**config.mk**
```make
export PLATFORM = sky130hd
export DESIGN_NAME = tiger_fetch_ctrl
export DESIGN_NICKNAME = d
export VERILOG_FILES = /design/src/rtl/tiger_defines.sv /design/src/rtl/tiger_fetch_ctrl.sv
export SDC_FILE = /design/constraint.sdc
export NUM_CORES = 1
export LEC_CHECK = 0
export BUFFER_PORTS_ARGS = -buffer_cell sky130_fd_sc_hd__buf_2
export CORE_MARGIN = 2
export CORE_UTILIZATION = 54
export CTS_CLUSTER_SIZE = 24
export DETAILED_ROUTE_END_ITERATION = 16
export GPL_ROUTABILITY_DRIVEN = 0
export GPL_TIMING_DRIVEN = 1
export PLACE_DENSITY = 0.85
export SYNTH_ARGS = -nofsm -noshare
export SYNTH_HDL_FRONTEND = slang
export SYNTH_SLANG_ARGS = --single-unit
```
**constraint.sdc**
```tcl
create_clock -name clk -period 4.19 [get_ports clk]
set_input_delay 1.0475 -clock clk [delete_from_list [all_inputs] [get_ports clk]]
set_output_delay 1.0475 -clock clk [all_outputs]
set_load 0.05 [all_outputs]
```
**src/rtl/tiger_defines.sv**
```systemverilog
// Shared definitions for the tiger fetch path: controller state encodings,
// default boot address, and the word-alignment helper.
package tiger_defines;

    typedef enum logic [1:0] {
        ST_IDLE  = 2'd0,
        ST_REQ   = 2'd1,
        ST_FULL  = 2'd2,
        ST_DRAIN = 2'd3
    } fetch_state_e;

    localparam logic [31:0] TIGER_BOOT_ADDR = 32'h0000_0000;

    function automatic logic [31:0] align_word(input logic [31:0] addr);
        return {addr[31:2], 2'b00};
    endfunction

endpackage

```
**src/rtl/tiger_fetch_ctrl.sv**
```systemverilog
// Single-entry instruction fetch controller: issues one memory request at a time,
// buffers the returned word for decode, and handles flush redirects mid-request.
module tiger_fetch_ctrl
    import tiger_defines::*;
#(
    parameter logic [31:0] BOOT_ADDR   = TIGER_BOOT_ADDR,
    parameter logic [31:0] COUNT_RESET = 32'h0000_0000
) (
    input  logic        clk,
    input  logic        reset,
    input  logic [31:0] pc_in,
    input  logic        flush,
    input  logic [31:0] flush_addr,
    input  logic        pipe_stall,
    output logic        imem_req,
    output logic [31:0] imem_addr,
    input  logic        imem_ack,
    input  logic [31:0] imem_rdata,
    output logic        instr_valid,
    output logic [31:0] instr_out,
    output logic [31:0] instr_pc,
    output logic        fetch_stall,
    output logic [31:0] fetch_count
);

    fetch_state_e state_q, state_d;
    logic [31:0]  addr_q, addr_d;
    logic [31:0]  flush_lat_q, flush_lat_d;
    logic         valid_q, valid_d;
    logic [31:0]  instr_q, instr_d;
    logic [31:0]  pc_q, pc_d;
    logic [31:0]  count_q, count_d;
    logic         consume;

    assign consume = valid_q && !pipe_stall && !flush;

    always_ff @(posedge clk) begin
        if (reset) begin
            state_q     <= ST_IDLE;
            addr_q      <= align_word(BOOT_ADDR);
            flush_lat_q <= 32'h0;
            valid_q     <= 1'b0;
            instr_q     <= 32'h0;
            pc_q        <= 32'h0;
            count_q     <= COUNT_RESET;
        end else begin
            state_q     <= state_d;
            addr_q      <= addr_d;
            flush_lat_q <= flush_lat_d;
            valid_q     <= valid_d;
            instr_q     <= instr_d;
            pc_q        <= pc_d;
            count_q     <= count_d;
        end
    end

    always_comb begin
        state_d     = state_q;
        addr_d      = addr_q;
        flush_lat_d = flush_lat_q;
        valid_d     = valid_q;
        instr_d     = instr_q;
        pc_d        = pc_q;
        count_d     = count_q;
        case (state_q)
            ST_IDLE: begin
                state_d = ST_REQ;
                addr_d  = flush ? align_word(flush_addr) : align_word(BOOT_ADDR);
            end
            ST_REQ: begin
                if (imem_ack) begin
                    if (flush) begin
                        addr_d = align_word(flush_addr);
                    end else begin
                        state_d = ST_FULL;
                        instr_d = imem_rdata;
                        pc_d    = addr_q;
                        valid_d = 1'b1;
                    end
                end else if (flush) begin
                    // Request stays outstanding; redirect once it completes.
                    flush_lat_d = align_word(flush_addr);
                    state_d     = ST_DRAIN;
                end
            end
            ST_DRAIN: begin
                if (flush) begin
                    flush_lat_d = align_word(flush_addr);
                end
                if (imem_ack) begin
                    state_d = ST_REQ;
                    addr_d  = flush ? align_word(flush_addr) : flush_lat_q;
                end
            end
            ST_FULL: begin
                if (flush) begin
                    valid_d = 1'b0;
                    state_d = ST_REQ;
                    addr_d  = align_word(flush_addr);
                end else if (consume) begin
                    valid_d = 1'b0;
                    state_d = ST_REQ;
                    addr_d  = align_word(pc_in);
                    count_d = count_q + 32'd1;
                end
            end
            default: state_d = ST_IDLE;
        endcase
    end

    assign imem_req    = (state_q == ST_REQ) || (state_q == ST_DRAIN);
    assign imem_addr   = addr_q;
    assign instr_valid = valid_q;
    assign instr_out   = instr_q;
    assign instr_pc    = pc_q;
    assign fetch_stall = !valid_q;
    assign fetch_count = count_q;

endmodule

```
* Yosys cells after proc, flatten, opt, wreduce, memory -nomap -nowiden *
Index checks and enable logic that the tools add are counted.

word-level totals
  register bits = 163
  latch bits = 0
  bits in writable memories = 0
  memory bits (read-only) = 0
  output and inout port bits = 131
  memories = 0

cells by class
  $add $sub $neg = 1
  multiply operators = 0
  div/mod/pow operators = 0
  $lt $le $gt $ge = 0
  eq/ne operators = 11
  shifts and indexed selects = 0
  mux-type cells = 22
  bitwise gates (word level) = 1
  reduce and logical (&&, ||, !) cells = 15

operators with widths
  operator                                                               number
  32-bit 2-to-1 mux                                                      8
  32-bit case mux with 4 select lines                                    1
  32-bit case mux with 2 select lines                                    1
  32-bit by 1-bit adder with 32-bit output, second input constant        1
  2-bit 2-to-1 mux                                                       6
  4-bit AND reduction                                                    3
  2-bit != test, second input constant                                   5
  3-bit != test, second input constant                                   3
  2-bit case mux with 4 select lines                                     1
  3-bit AND reduction                                                    2
  2-bit equality test, second input constant                             2
  1-bit 2-to-1 mux                                                       4
  2-bit nonzero test                                                     2
  1-bit zero test                                                        3
  2-bit by 1-bit equality test with 1-bit output, second input constant  1
  1-bit logical AND                                                      2
  2-bit zero test                                                        1
  1-bit case mux with 2 select lines                                     1
  2-bit AND reduction                                                    1
  1-bit logical OR                                                       1
  1-bit inverter                                                         1

* Longest topological paths before layout *
  depth after elaboration = 6
  depth in mapped cells = 7
  gate-level depth less buffers = 5

* Least setup slack after synthesis *
Ideal clock, no wire load.

  path type = input-to-reg
  start point = input port flush
  end point = register count_q[15], in the netlist fetch_count[15]
  arrival = 2.713 ns
  data required time = 4.120 ns
  path slack = 1.407 ns
  cell stages on the path = 6
  path through = or3b_1 > buf_2 > or4_4 > buf_6 > or4_1 > a21oi_1

on the way
  word-level cells in the longest chain between the ends = 3
  elaborated cells on any way between the ends = 4
  classes of those cells = bitwise: 1; reduce/logical: 3

ends and longest elaborated chain
  item                               RTL line                source
  from (decl)                        tiger_fetch_ctrl.sv:12  input logic flush,
  1-bit zero test                    tiger_fetch_ctrl.sv:35  assign consume = valid_q && !pipe_stall && !flush;
  1-bit logical AND                  tiger_fetch_ctrl.sv:35
  3-bit AND reduction (no line) (*)  n/a
  to (signal assigned)               tiger_fetch_ctrl.sv:53  count_q <= count_d;
  to (decl)                          tiger_fetch_ctrl.sv:32  logic [31:0] count_q, count_d;

Mark *: on every way between the ends. The rest lies on a longest branch, timed or not.
A chain may end at the register's enable or synchronous reset.

* Worst setup path after layout *
  start point = register state_q[0]
  end point = register pc_q[7], in the netlist instr_pc[7]

on the way
  word-level cells in the longest chain between the ends = 2

ends and longest elaborated chain
  item                                            RTL line                source
  from (decl)                                     tiger_fetch_ctrl.sv:26  fetch_state_e state_q, state_d;
  from (signal assigned)                          tiger_fetch_ctrl.sv:47  state_q <= state_d;
  2-bit by 1-bit equality test with 1-bit output  tiger_fetch_ctrl.sv:65  case (state_q)
  3-bit AND reduction (no line)                   n/a
  to (signal assigned)                            tiger_fetch_ctrl.sv:52  pc_q <= pc_d;
  to (decl)                                       tiger_fetch_ctrl.sv:31  logic [31:0] pc_q, pc_d;

No other way between the ends.

==> out/summary.txt <==
Status: finished, final reports clean
Final number of hold-violating endpoints: 0
Fin Setup TNS: 0 ps
N_diodes: 0
WL/cell: 15.01 microns
CP delay by family, top: simple AND/OR/NAND/NOR gates
Synth warnings: 0
Top cell type's share of synthesized area: 0.4858
Slew Limit Fails: 0
Most instantiated cells after synthesis: 200 x nand2_1, 163 x dfxtp_1, 146 x a21oi_1
CTS tree: built
Adder-cell share of the synthesized area: 0.001863
RSZ-0062 raised after global routing: false
Sequential share of the synthesized area: 0.4858
Final Power: 0.003604 W
Count leader, synth: nand2_1
I/O pin count: 232
Worst R2R Start: state_q[0]$_SDFFE_PP0P_
Crit-path max cell delay: 790 ps
Async set or reset register ratio after synthesis: 0
Clock Root Buffer: clkbuf_16
Clk_skew: 6.056 ps
Post-DRT Antenna Nets: 0
Crit path buffers/inverters: 2
Main combinational cell family by area after synthesis: simple AND/OR/NAND/NOR gates
Start point of the worst hold path: instr_pc[31]$_SDFFE_PP0P_
Final setup vio count: 0
Worst hold path depth: 2
Power per Cell Area: 423.7 nW/um^2
Wirelength, routed: 18.27 mm
Synth Area in Simple Gates: 0.2394
CTS max path bufs: 2
Via count: 6557
Total GRT Usage: 0.2718
Mux cell area share after synthesis: 0.05309
Final hold slack: 450.1 ps
Synth top area cells: dfxtp_1 49%, nand2_1 11%, a21oi_1 11%
Worst-path maximum fanout: 37
CP cell instances: buf_4 > and2_2 > buf_4 > nand2_1 > a21oi_1
Die ar.: 13350 sq um
Area growth syn-to-layout: 26.64%
WHS Endpoint: instr_pc[31]$_SDFFE_PP0P_
Headroom to the max-slew limit: 0.2746
Max VDD drop: 0.3050 mV
Synth area leader: dfxtp_1
Share of layout cells above drive strength 1: 0.2679
Post-CTS Repair Setup Buffers: 0
Row cnt: 40
DR pass1 iterations: 5
CP max-delay cell: and2_2
# nets final: 1138
Post-cts gate resize count: 0
GR Overflow Total: 0
Final Cycle Share: 0.6493
Via density: 5.388
Leak Pwr: 3.569 nW
Syn nets: 942
Dpl ws: 1080 ps
Sink Count: 163
Kind of critical path: register to register
Synth unique cells: 42
Drt initial violations: 471
Worst-skew pair later-pin latency: 420 ps
H-Tree Depth: 4
Width of the die: 115.5 microns
Xor/xnor share of the synthesized area: 0.01304
Fill cells: 1018
Worst r2r dst: instr_pc[7]$_SDFFE_PP0P_
CP Capture Type: register
Number of global-route vias before repair: 5860
Mapped Area: 6716 sq um
Pin count of the biggest net entering global routing: 98
Clk slew on worst S/H paths: 60 ps
Reg2reg setup slack: 1470 ps
Worst-Margin Slew: 1088 ps
Number of synthesized flops with an enable pin: 0
Hold crit path type: register to register
Worst-case reg-to-reg path depth: 5
Post-synthesis compound-gate area fraction: 0.1658
Critical Path RT: 4530 ps
Die height: 115.5 microns
Initial core utilization: 0.5568
Core area: 12060 sq um
Number of CTS-inserted buffers: 17
Sequential Area: 3264 sq um
Max Cap Viol: 0
Most frequent cell on the critical path: buf_4
Primary FF master, synth: dfxtp_1
# DRC: 0
Final design utilization: 0.7052
First-pass GRT wire length: 28.62 mm
Final worst slack: 1470 ps
Post-DP HPWL: 12.25 mm
Initial antenna violation count: 0
Multi-input gate area: 3203 sq um
Port bufs: 227
Hold buffers post-CTS: 0
Max Freq: 0.3676 GHz
Average size of a mapped cell: 7.996 sq um
Gate Count Post-Synth: 840
CP startpoint kind: register
Min cycle time layout: 2720 ps
#FFs+latches synth: 163
CP arrival: 3060 ps
[power by group]
group | switching, W | total, W | internal (W)
registers | 0.0000490 | 0.00166 | 0.00161
logic | 0.000347 | 0.000489 | 0.000142
clock network | 0.000599 | 0.00146 | 0.000857
total | 0.000995 | 0.00360 | 0.00261
[worst max-delay path by stage]
stage | start | to | cells after the start
2_1_floorplan | flush | fetch_count[15]$_SDFFE_PP0P_ | 6
3_3_place_gp | flush | fetch_count[13]$_SDFFE_PP0P_ | 5
3_5_place_dp | flush | fetch_count[13]$_SDFFE_PP0P_ | 5
4_1_cts | state_q[0]$_SDFFE_PP0P_ | instr_pc[7]$_SDFFE_PP0P_ | 5
5_1_grt | state_q[0]$_SDFFE_PP0P_ | instr_pc[7]$_SDFFE_PP0P_ | 5
6_report | state_q[0]$_SDFFE_PP0P_ | instr_pc[7]$_SDFFE_PP0P_ | 5
[worst reg2reg max path: cells and delay by family (launching register included)]
kind | cells | cell delay [ps]
and+or+nand+nor | 2 | 890
buffers and inverters | 2 | 820
DFF | 1 | 770
AOI/OAI and AO/OA | 1 | 150
[metal layers]
| layer | track usage | vias up | routed length (microns) |
|---|---|---|---|
| met5 | 0 | - | 0 |
| met2 | 0.4441 | 269 | 8683 |
| met3 | 0.07374 | 28 | 1495 |
| met1 | 0.3458 | 2985 | 7777 |
| met4 | 0.1004 | 0 | 308 |
| li1 | - | 3275 | - |
[cell usage in the layout, fill, tap and decap left out, drive strengths merged, types with 2 or more instances in the layout]
| cell | count |
|---|---|
| o41ai | 2 |
| or4 | 7 |
| nor3b | 6 |
| dfxtp | 163 |
| nand4 | 13 |
| nor3 | 5 |
| nor2b | 9 |
| mux2 | 5 |
| nand3 | 12 |
| clkinvlp | 3 |
| clkbuf | 22 |
| inv | 8 |
| and4 | 5 |
| or3 | 7 |
| clkinv | 6 |
| and4b | 2 |
| nor4 | 5 |
| buf | 239 |
| o21ai | 11 |
| o31ai | 7 |
| xor2 | 6 |
| xnor2 | 4 |
| mux2i | 30 |
| nand4bb | 2 |
| nand2b | 3 |
| nand4b | 2 |
| nor2 | 78 |
| nand2 | 200 |
| a211oi | 30 |
| a21oi | 146 |
[kinds of logic after synthesis]
| logic type | count (synthesis) |
|---|---|
| adder cells (fa/ha/maj) | 1 |
| AND/OR/NAND/NOR | 361 |
| multiplexers | 35 |
| AO/OA/AOI/OAI | 200 |
| buffers and inverters | 70 |
| XOR/XNOR | 10 |
| flip-flops | 163 |
[final cells by class]
type / count / area share
repair buffers: 239 / 0.1459
well taps: 168 / 0.02471
flip-flops and latches: 163 / 0.3838
clock inverters: 10 / 0.009709
inverters: 8 / 0.003530
clock buffers: 22 / 0.05575
multi-input cells: 607 / 0.3766
[registers in the layout (all words and copies together) (netlist names)]
name,flops
instr_out,32
fetch_count,32
instr_pc,32
imem_addr,32
instr_valid,1
flush_lat_q,32
state_q,2
[stage by stage]
step | std cells | instance area [sq um]
after detailed placement | 1185 | 7949
after global placement | 1185 | 7949
final | 1217 | 8506
after CTS | 1217 | 8506
after global routing | 1217 | 8506
after floorplan | 840 | 6716
No activity file was read; power rests on OpenSTA's default activity.
